<file path="src/rtl/alu_rs_pkg.sv">
// Shared types and constants for the ALU reservation station: widths, opcode
// encodings, the per-entry storage layout and the result-bus snoop helper.
package alu_rs_pkg;

    localparam int REG_WIDTH        = 32;
    localparam int OPCODE_ALU_WIDTH = 4;
    // Tags are stored at this width so the entry layout is independent of ROB_WIDTH
    localparam int TAG_MAX_WIDTH    = 8;

    localparam logic [OPCODE_ALU_WIDTH-1:0] ALU_AND  = 4'd1;
    localparam logic [OPCODE_ALU_WIDTH-1:0] ALU_OR   = 4'd2;
    localparam logic [OPCODE_ALU_WIDTH-1:0] ALU_XOR  = 4'd3;
    localparam logic [OPCODE_ALU_WIDTH-1:0] ALU_ADD  = 4'd4;
    localparam logic [OPCODE_ALU_WIDTH-1:0] ALU_SUB  = 4'd5;
    localparam logic [OPCODE_ALU_WIDTH-1:0] ALU_SRL  = 4'd6;
    localparam logic [OPCODE_ALU_WIDTH-1:0] ALU_SRA  = 4'd7;
    localparam logic [OPCODE_ALU_WIDTH-1:0] ALU_SLL  = 4'd8;
    localparam logic [OPCODE_ALU_WIDTH-1:0] ALU_LT   = 4'd9;
    localparam logic [OPCODE_ALU_WIDTH-1:0] ALU_LTU  = 4'd10;
    localparam logic [OPCODE_ALU_WIDTH-1:0] ALU_EQ   = 4'd11;
    localparam logic [OPCODE_ALU_WIDTH-1:0] ALU_NE   = 4'd12;
    localparam logic [OPCODE_ALU_WIDTH-1:0] ALU_GE   = 4'd13;
    localparam logic [OPCODE_ALU_WIDTH-1:0] ALU_GEU  = 4'd14;
    localparam logic [OPCODE_ALU_WIDTH-1:0] ALU_JALR = 4'd15;

    typedef struct packed {
        logic                     ready;
        logic [REG_WIDTH-1:0]     val;
        logic [TAG_MAX_WIDTH-1:0] tag;
    } rs_operand_t;

    typedef struct packed {
        logic                        valid;
        logic [OPCODE_ALU_WIDTH-1:0] opcode;
        rs_operand_t                 lhs;
        rs_operand_t                 rhs;
        logic [TAG_MAX_WIDTH-1:0]    dest_tag;
    } rs_entry_t;

    // A pending operand captures a matching broadcast; the ALU bus is checked first.
    function automatic rs_operand_t snoop_operand(
        input rs_operand_t              op,
        input logic                     alu_en,
        input logic [REG_WIDTH-1:0]     alu_val,
        input logic [TAG_MAX_WIDTH-1:0] alu_tag_v,
        input logic                     lsb_en,
        input logic [REG_WIDTH-1:0]     lsb_val,
        input logic [TAG_MAX_WIDTH-1:0] lsb_tag_v
    );
        rs_operand_t res;
        res = op;
        if (!op.ready && alu_en && (op.tag == alu_tag_v)) begin
            res.ready = 1'b1;
            res.val   = alu_val;
        end else if (!op.ready && lsb_en && (op.tag == lsb_tag_v)) begin
            res.ready = 1'b1;
            res.val   = lsb_val;
        end else begin
            res = op;
        end
        return res;
    endfunction

endpackage

</file>
<file path="src/rtl/alu_rs_priority_enc.sv">
// Find-first-set over 2**IDX_WIDTH request bits; lowest index wins.
module rs_priority_enc #(
    parameter int IDX_WIDTH = 3
) (
    input  logic [(1<<IDX_WIDTH)-1:0] req,
    output logic                      found,
    output logic [IDX_WIDTH-1:0]      index
);

    localparam int N = 1 << IDX_WIDTH;

    // Scan from the top so the lowest set bit is the last one written.
    always_comb begin
        index = '0;
        for (int i = N - 1; i >= 0; i--) begin
            index = req[i] ? IDX_WIDTH'(i) : index;
        end
        found = |req;
    end

endmodule

</file>
<file path="src/rtl/alu_rs.sv">
// ALU reservation station: holds dispatched operations until both operands
// are known, wakes them from the ALU/LSB result buses and issues one per cycle.
module alu_rs
    import alu_rs_pkg::*;
#(
    parameter int RS_WIDTH  = 3,
    parameter int ROB_WIDTH = 4
) (
    input  logic                        clk_in,
    input  logic                        rst_in,
    input  logic                        rdy_in,
    input  logic                        clear_signal,
    input  logic                        dispatch_valid,
    input  logic [OPCODE_ALU_WIDTH-1:0] dispatch_opcode,
    input  logic                        dispatch_lhs_ready,
    input  logic [REG_WIDTH-1:0]        dispatch_lhs_val,
    input  logic [ROB_WIDTH-1:0]        dispatch_lhs_tag,
    input  logic                        dispatch_rhs_ready,
    input  logic [REG_WIDTH-1:0]        dispatch_rhs_val,
    input  logic [ROB_WIDTH-1:0]        dispatch_rhs_tag,
    input  logic [ROB_WIDTH-1:0]        dispatch_tag,
    output logic                        rs_full,
    input  logic                        alu_done,
    input  logic [REG_WIDTH-1:0]        alu_result,
    input  logic [ROB_WIDTH-1:0]        alu_tag,
    input  logic                        lsb_done,
    input  logic [REG_WIDTH-1:0]        lsb_result,
    input  logic [ROB_WIDTH-1:0]        lsb_tag,
    output logic                        cal_signal,
    output logic [OPCODE_ALU_WIDTH-1:0] opcode,
    output logic [REG_WIDTH-1:0]        lhs,
    output logic [REG_WIDTH-1:0]        rhs,
    output logic [ROB_WIDTH-1:0]        tag
);

    localparam int RS_SIZE = 1 << RS_WIDTH;

    rs_entry_t                   entries_r     [RS_SIZE];
    rs_entry_t                   entries_nxt_s [RS_SIZE];
    rs_entry_t                   dispatch_entry_s;
    rs_operand_t                 disp_lhs_raw_s;
    rs_operand_t                 disp_rhs_raw_s;

    logic [RS_SIZE-1:0]          free_vec_s;
    logic [RS_SIZE-1:0]          ready_vec_s;
    logic                        free_found_s;
    logic [RS_WIDTH-1:0]         free_idx_s;
    logic                        issue_found_s;
    logic [RS_WIDTH-1:0]         issue_idx_s;
    logic                        rs_full_s;
    logic                        dispatch_we_s;

    logic [TAG_MAX_WIDTH-1:0]    alu_tag_ext_s;
    logic [TAG_MAX_WIDTH-1:0]    lsb_tag_ext_s;

    logic                        cal_r;
    logic [OPCODE_ALU_WIDTH-1:0] opcode_r;
    logic [REG_WIDTH-1:0]        lhs_r;
    logic [REG_WIDTH-1:0]        rhs_r;
    logic [ROB_WIDTH-1:0]        tag_r;

    assign alu_tag_ext_s = TAG_MAX_WIDTH'(alu_tag);
    assign lsb_tag_ext_s = TAG_MAX_WIDTH'(lsb_tag);

    // Free and issue-candidate vectors come only from registered state, so a
    // slot freed or woken this cycle is not visible until the next one.
    always_comb begin
        free_vec_s  = '0;
        ready_vec_s = '0;
        for (int i = 0; i < RS_SIZE; i++) begin
            free_vec_s[i]  = ~entries_r[i].valid;
            ready_vec_s[i] = entries_r[i].valid & entries_r[i].lhs.ready & entries_r[i].rhs.ready;
        end
    end

    rs_priority_enc #(.IDX_WIDTH(RS_WIDTH)) u_free_enc (
        .req   (free_vec_s),
        .found (free_found_s),
        .index (free_idx_s)
    );

    rs_priority_enc #(.IDX_WIDTH(RS_WIDTH)) u_issue_enc (
        .req   (ready_vec_s),
        .found (issue_found_s),
        .index (issue_idx_s)
    );

    assign rs_full_s     = ~free_found_s;
    assign rs_full       = rs_full_s;
    assign dispatch_we_s = dispatch_valid & ~rs_full_s;

    // Build the incoming entry, forwarding any same-cycle broadcast into it.
    always_comb begin
        disp_lhs_raw_s.ready = dispatch_lhs_ready;
        disp_lhs_raw_s.val   = dispatch_lhs_val;
        disp_lhs_raw_s.tag   = TAG_MAX_WIDTH'(dispatch_lhs_tag);
        disp_rhs_raw_s.ready = dispatch_rhs_ready;
        disp_rhs_raw_s.val   = dispatch_rhs_val;
        disp_rhs_raw_s.tag   = TAG_MAX_WIDTH'(dispatch_rhs_tag);

        dispatch_entry_s.valid    = 1'b1;
        dispatch_entry_s.opcode   = dispatch_opcode;
        dispatch_entry_s.lhs      = snoop_operand(disp_lhs_raw_s, alu_done, alu_result, alu_tag_ext_s,
                                                  lsb_done, lsb_result, lsb_tag_ext_s);
        dispatch_entry_s.rhs      = snoop_operand(disp_rhs_raw_s, alu_done, alu_result, alu_tag_ext_s,
                                                  lsb_done, lsb_result, lsb_tag_ext_s);
        dispatch_entry_s.dest_tag = TAG_MAX_WIDTH'(dispatch_tag);
    end

    // Entry next state: flush, else wakeup + issue-invalidate + dispatch write.
    always_comb begin
        for (int i = 0; i < RS_SIZE; i++) begin
            entries_nxt_s[i] = entries_r[i];
        end
        if (clear_signal) begin
            for (int i = 0; i < RS_SIZE; i++) begin
                entries_nxt_s[i].valid = 1'b0;
            end
        end else begin
            for (int i = 0; i < RS_SIZE; i++) begin
                if (dispatch_we_s && (free_idx_s == RS_WIDTH'(i))) begin
                    entries_nxt_s[i] = dispatch_entry_s;
                end else begin
                    entries_nxt_s[i].lhs   = snoop_operand(entries_r[i].lhs, alu_done, alu_result,
                                                           alu_tag_ext_s, lsb_done, lsb_result,
                                                           lsb_tag_ext_s);
                    entries_nxt_s[i].rhs   = snoop_operand(entries_r[i].rhs, alu_done, alu_result,
                                                           alu_tag_ext_s, lsb_done, lsb_result,
                                                           lsb_tag_ext_s);
                    entries_nxt_s[i].valid = entries_r[i].valid &
                                             ~(issue_found_s && (issue_idx_s == RS_WIDTH'(i)));
                end
            end
        end
    end

    // Entry storage; everything freezes while rdy_in is low.
    always_ff @(posedge clk_in or negedge rst_in) begin
        if (!rst_in) begin
            for (int i = 0; i < RS_SIZE; i++) begin
                entries_r[i] <= '0;
            end
        end else if (rdy_in) begin
            for (int i = 0; i < RS_SIZE; i++) begin
                entries_r[i] <= entries_nxt_s[i];
            end
        end
    end

    // Issue register: pulse per issued op, data holds when nothing issues.
    always_ff @(posedge clk_in or negedge rst_in) begin
        if (!rst_in) begin
            cal_r    <= 1'b0;
            opcode_r <= '0;
            lhs_r    <= '0;
            rhs_r    <= '0;
            tag_r    <= '0;
        end else if (rdy_in) begin
            if (clear_signal) begin
                cal_r <= 1'b0;
            end else if (issue_found_s) begin
                cal_r    <= 1'b1;
                opcode_r <= entries_r[issue_idx_s].opcode;
                lhs_r    <= entries_r[issue_idx_s].lhs.val;
                rhs_r    <= entries_r[issue_idx_s].rhs.val;
                tag_r    <= ROB_WIDTH'(entries_r[issue_idx_s].dest_tag);
            end else begin
                cal_r <= 1'b0;
            end
        end
    end

    assign cal_signal = cal_r;
    assign opcode     = opcode_r;
    assign lhs        = lhs_r;
    assign rhs        = rhs_r;
    assign tag        = tag_r;

endmodule

</file>
<file path="config.mk">
export PLATFORM = sky130hd
export DESIGN_NAME = alu_rs
export DESIGN_NICKNAME = d
export VERILOG_FILES = /design/src/rtl/alu_rs_pkg.sv /design/src/rtl/alu_rs_priority_enc.sv /design/src/rtl/alu_rs.sv
export SDC_FILE = /design/constraint.sdc
export NUM_CORES = 2
export LEC_CHECK = 0
export BUFFER_PORTS_ARGS = -buffer_cell sky130_fd_sc_hd__buf_2
export CORE_ASPECT_RATIO = 1.5
export CORE_MARGIN = 1
export CORE_UTILIZATION = 35
export CTS_CLUSTER_SIZE = 14
export DETAILED_ROUTE_END_ITERATION = 16
export GPL_TIMING_DRIVEN = 0
export PLACE_DENSITY = 0.54
export RECOVER_POWER = 50
export SLEW_MARGIN = 40
export SYNTH_ARGS = -nofsm -noshare
export SYNTH_HDL_FRONTEND = slang
export SYNTH_HIERARCHICAL = 1
export SYNTH_SLANG_ARGS = --single-unit
</file>
<file path="constraint.sdc">
create_clock -name clk_in -period 4.1 [get_ports clk_in]
set_input_delay 0.615 -clock clk_in [delete_from_list [all_inputs] [get_ports clk_in]]
set_output_delay 0.615 -clock clk_in [all_outputs]
set_load 0.1 [all_outputs]
</file>
## Word level (Yosys, flattened, before mapping)

Cells that the tools add are included.

- Mux-type cells: 81
- Bitwise operators: 44
- Order comparisons: 1
- Reduce and logical (&&, ||, !) cells: 151
- Equal/unequal tests: 50

Operators with widths:

| kind | number |
|---|---|
| 2-to-1 mux 33 bit | 36 |
| 2-to-1 mux 82 bit | 8 |
| binary-select mux 95 bit (select 3 bit) | 1 |
| 2-to-1 mux 94 bit | 2 |
| == test 4 bit | 36 |
| logical AND 1 bit | 88 |
| AND reduction 3 bit | 25 |
| 2-to-1 mux 3 bit | 16 |
| nonzero test 3 bit | 16 |
| bitwise AND 1 bit | 25 |
| == test 3 bit, second input constant | 8 |
| logical NOT 1 bit | 18 |
| 2-to-1 mux 1 bit | 18 |
| NOT 1 bit | 18 |
| OR reduction 8 bit | 2 |
| == test 3 x 2 -> 1 bit, second input constant | 4 |
| == test 3 x 1 -> 1 bit, second input constant | 2 |
| logical NOT 3 bit | 2 |
| greater-or-equal comparator 4 bit, second input constant | 1 |
| NOT 3 -> 4 bit | 1 |

- Logic and storage cells: 404
- Register bits: 737
- Input port bits: 161

## Longest topological paths before layout

- Depth in word-level cells: 16
- Gate-level depth with buffers: 14
- Gate-level depth less buffers: 10

## Cells and area by module

The synthesis kept the hierarchy.

Modules (own cells, without submodules):

| module | area each (um2) | instances | cells an instance |
|---|---|---|---|
| alu_rs | 45431.1 | 1 | 4752 |
| rs_priority_enc | 81.3 | 2 | 13 |

## Least setup slack after synthesis

OpenSTA, ideal clock, no wires.

- Path kind: register to register
- Start point: register entries_r[89] (netlist name)
- End point: register lhs_r[27], in the netlist lhs[27]
- Cell stages (with the launch flop): 11
- Path slack: 1.160 ns
- Data arrival time: 2.805 ns
- Cell sequence: dfrtp_1 -> inv_1 -> nor3_1 -> a21oi_1 -> o41ai_1 -> clkbuf_1 -> clkbuf_1 -> buf_2 -> mux4_2 -> mux2i_1 -> o21ai_0

- Word-level cells in the longest chain between the ends: 14
- Elaborated cells on any way between the ends: 16

Ends and longest elaborated chain:

| item | line | RTL |
|---|---|---|
| from (decl) | alu_rs.sv:38 | `rs_entry_t entries_r [RS_SIZE];` |
| from (signal, indexed assignment) | alu_rs.sv:145 | `entries_r[i] <= entries_nxt_s[i];` |
| bitwise AND 1 bit (2 in series) | alu_rs.sv:72 | `ready_vec_s[i] = entries_r[i].valid & entries_r[i].lhs.ready & entries_r[i].rhs.ready;` |
| via ready_vec_s[7] | alu_rs.sv:45 | `logic [RS_SIZE-1:0] ready_vec_s;` |
| 2-to-1 mux 3 bit (8 in series) | alu_rs_priority_enc.sv:16 | `index = req[i] ? IDX_WIDTH'(i) : index;` |
| via issue_idx_s[0] | alu_rs.sv:49 | `logic [RS_WIDTH-1:0] issue_idx_s;` |
| NOT 3 -> 4 bit (implied by the code) | alu_rs.sv:164 | `lhs_r <= entries_r[issue_idx_s].lhs.val;` |
| binary-select mux 95 bit (select 3 bit) | alu_rs.sv:164 |  |
| 2-to-1 mux 94 bit (2 in series) | -- |  |
| to (signal assigned) | alu_rs.sv:164 |  |
| to (decl) | alu_rs.sv:58 | `logic [REG_WIDTH-1:0] lhs_r;` |

The timed path passes the listed nets, and every way through them passes these cells. The select of a mux whose other input is x is not followed.
A chain may end at the register's enable or synchronous reset.

## Final worst setup path

- Start point: register entries_r[189] (netlist name)
- End point: register entries_r[368] (netlist name)

- Elaborated cells on any way between the ends: 15

RTL lines:

| item | line | RTL |
|---|---|---|
| NOT 1 bit * | alu_rs.sv:71 | `free_vec_s[i] = ~entries_r[i].valid;` |
| via free_vec_s[6] | alu_rs.sv:44 | `logic [RS_SIZE-1:0] free_vec_s;` |
| OR reduction 8 bit * | alu_rs_priority_enc.sv:18 | `found = \|req;` |
| bitwise AND 1 bit * | alu_rs.sv:90 | `assign dispatch_we_s = dispatch_valid & ~rs_full_s;` |
| logical AND 1 bit * | alu_rs.sv:121 | `if (dispatch_we_s && (free_idx_s == RS_WIDTH'(i))) begin` |
| nonzero test 3 bit (no line) | -- |  |
| AND reduction 3 bit (no line) | -- |  |

The timed path passes the listed nets; every way through them passes the cells marked *.

==> flow_summary.yaml <==
placement:
  placed_cells: 6736
  dpl-instance-area_mm2: 0.0497
  pre_cts_ws_ns: -0.479
  place_hpwl_um: 205000
  gp_congestion: 1.08
  portBuffers: 213
clock_tree:
  numCtsBuffers: 82
  cts_tree: "done"
  root_buffer: "clkbuf_16"
  clock_path_buffers: 3
  clk_latency_ns: 0.77
  htree_levels: 3
  clock-sinks: 737
  clk_pin_slew_ns: 0.06
timing:
  rsz0062_at_grt: "no"
  hold_viol_final: 0
  skew_ns: 0.0341
  post-route-min-period_ns: 4.10
  slew_viol_final: 62
  fmax_mhz: 244
  setup_viol: 0
  setup-tns-final_ns: 0
  holdWs_ns: 0.151
  post-route-period-util_pct: 99.9
  max_slew_margin_pct: -34.9
  setup_slack_ns: 0.00262
  tightest_slew_ns: 2.02
setup_path:
  cp_data_required_time_ns: 4.68
  crit_fanout: 10
  worstSetupStartpointType: "flop"
  cpPeakStageDelay_ns: 0.78
  critical_path_class: "flop to flop"
  worstSetupEndpointType: "flop"
  cp_cell_sequence: "inv_1 > inv_1 > a21oi_1 > o41ai_2 > and3b_1 > clkbuf_1 > nand2_1 > nand4_1 > o21ai_1 > clkbuf_2 > a221oi_1 > a21oi_1"
  cpMaxStageDelayCell: "a221oi_1"
  arrival_ns: 4.68
drt:
  wl_um: 272000
  wl_per_cell_um: 39.4
  vias: 46000
  ant_nets: 0
  via_per_inst: 6.66
  drc_errors: 0
  drt_iter0_markers: 6172
  firstDrtPassIters: 8
global_route:
  grt_max_degree: 100
  grtUsageTotal_pct: 41.1
  grt_first_pass_wirelength_um: 370000
  grt_overflow: 0
  grt_pass1_vias: 44700
  antenna_found_initial: 16
run_status:
  violations: "max-capacitance violations, max-slew violations"
  outcome: "complete, but fails checks"
logic_synthesis:
  ys_seq_elements: 737
  ys.flop_type: "dfrtp_1"
  netlist_area_mm2: 0.0456
  seq_area_frac_synth_pct: 40.5
  yosys.area.top_type: "dfrtp_1"
  synth_area_leaders: "dfrtp_1 40%, mux4_2 7.1%, nand2_1 4.7%"
  synth-async-reset-ratio_pct: 100
  syn_area_per_cell_um2: 9.54
  synth.distinct_cells: 78
  synth_cells: 4778
  synthesis.nets: 4939
  synth_top_area_share_pct: 40.5
  synth_edf_count: 0
  yosys_warnings: 6
min_path:
  hold_path_class: "input pin to flop"
pwr:
  p_sw_share_pct: 40.0
  vdd_drop_max_mv: 0.504
  leakagePower_nw: 21.8
  p_int_mw: 16.1
  seq_power_share_pct: 36.9
  p_comb_share_pct: 32.0
  total_power_mw: 26.8
  net-switching-power_mw: 10.7
  p_clk_share_pct: 31.1
  p_per_area_mw_per_mm2: 508
job:
  drv_cap: 1
cells_and_area:
  utilization_pct: 40.9
  final_cell_mix: "737 x dfrtp_1, 568 x nand2_1, 382 x nor2_1, 352 x clkbuf_1, 243 x o21ai_0"
  layout.cells.non_filler: 6901
  design_area_mm2: 0.0527
  areaGrowthSynthToFinish_pct: 15.6
  drive_above_1_share_pct: 19.1
  mostFrequentLayoutCell: "dfrtp_1"
  nets: 5273
floorplan:
  die_h_um: 444
  die_x_um: 297
  start_util_pct: 35.4
  row_count: 161
  io-pin-count: 235
  die_area_mm2: 0.132
  core_area_mm2: 0.129
sequential cells by signal (all words and copies together) (netlist names):
| name | count |
|---|---|
| tag | 4 |
| rhs | 32 |
| lhs | 32 |
| cal_signal | 1 |
| opcode | 4 |
| entries_r | 664 |
synth_stat cells, types with 70 or more instances:
| library cell | count |
|---|---|
| a211oi_1 | 101 |
| a21oi_1 | 211 |
| a221o_1 | 153 |
| a221oi_1 | 119 |
| and2_1 | 87 |
| buf_2 | 70 |
| clkbuf_1 | 395 |
| dfrtp_1 | 737 |
| inv_1 | 190 |
| mux2_2 | 100 |
| mux2i_1 | 118 |
| mux4_2 | 144 |
| nand2_1 | 569 |
| nand3_1 | 154 |
| nor2_1 | 395 |
| nor3_1 | 90 |
| o21ai_0 | 245 |
| o31ai_1 | 87 |
| xnor2_1 | 74 |
routing by layer:
metal  vias up  track usage (%)  share of wire, %
met5         -                0             0.016
met4         8             41.1                12
met3      1232             10.7               9.2
met2      3370             61.8                44
met1     23000             46.4                35
li1      18400                -                 -
critical path, delay by kind of cell (launching register included):
kind | cells | cell delay [ns]
and+or+nand+nor | 3 | 1.15
AOI/OAI and AO/OA | 5 | 1.58
DFF | 1 | 0.45
buffers and inverters | 4 | 0.72
area by class of cell:
class,count,area [µm²]
Fill cell,12900,76000
Multi-Input combinational cell,3327,24700
Sequential cell,737,18400
Clock buffer,117,2450
Buffer,523,2340
Tap cell,1711,2140
Timing Repair Buffer,250,1490
Inverter,191,717
Clock inverter,29,430
Antenna cell,16,40.0
kinds of logic (layout without fill, tap and decap cells):
| kind of cell | count (synthesis) | after routing | synth area share [%] |
|---|---|---|---|
| AOI/OAI and AO/OA | 1382 | 1382 | 23.7 |
| xor gates and xnor gates | 118 | 118 | 2.27 |
| buffers and inverters | 714 | 1110 | 6.23 |
| DFF | 737 | 737 | 40.5 |
| muxes | 362 | 362 | 12.2 |
| other | 0 | 16 | 0 |
| and+or+nand+nor | 1465 | 1465 | 15.2 |
path summary, 6_finish.rpt:
check	from	end	slack, ns	depth (start not counted)
setup / recovery	entries_r[189]	entries_r[368]	0.003	12
hold / removal	dispatch_opcode[3]	entries_r[93]	0.15	3
setup reg to reg	entries_r[189]	entries_r[368]	0.003	12
hold reg to reg	rhs[6]	rhs[6]	0.47	2
max in group asynchronous	rst_in	entries_r[604]	0.48	5
min in group asynchronous	rst_in	entries_r[180]	0.97	2
power by group through the flow:
stage	Clock, mW	Combinational [mW]	Sequential (mW)
3_3_place_gp	0	8.32	9.93
6_report	8.32	8.57	9.89
2_1_floorplan	0	3.60	12.0
5_1_grt	8.62	8.92	10.0
3_5_place_dp	0	8.50	9.95
4_1_cts	8.36	8.52	9.83
timing repair:
item,4_1_cts,5_1_grt
gates cloned,0,0
endpoints found under the hold margin,61,0
setup buffers,0,0
gates resized for setup,13,46
hold buffers,1,0
endpoints found under the setup margin,144,155
(Power assumes the default switching activity.)
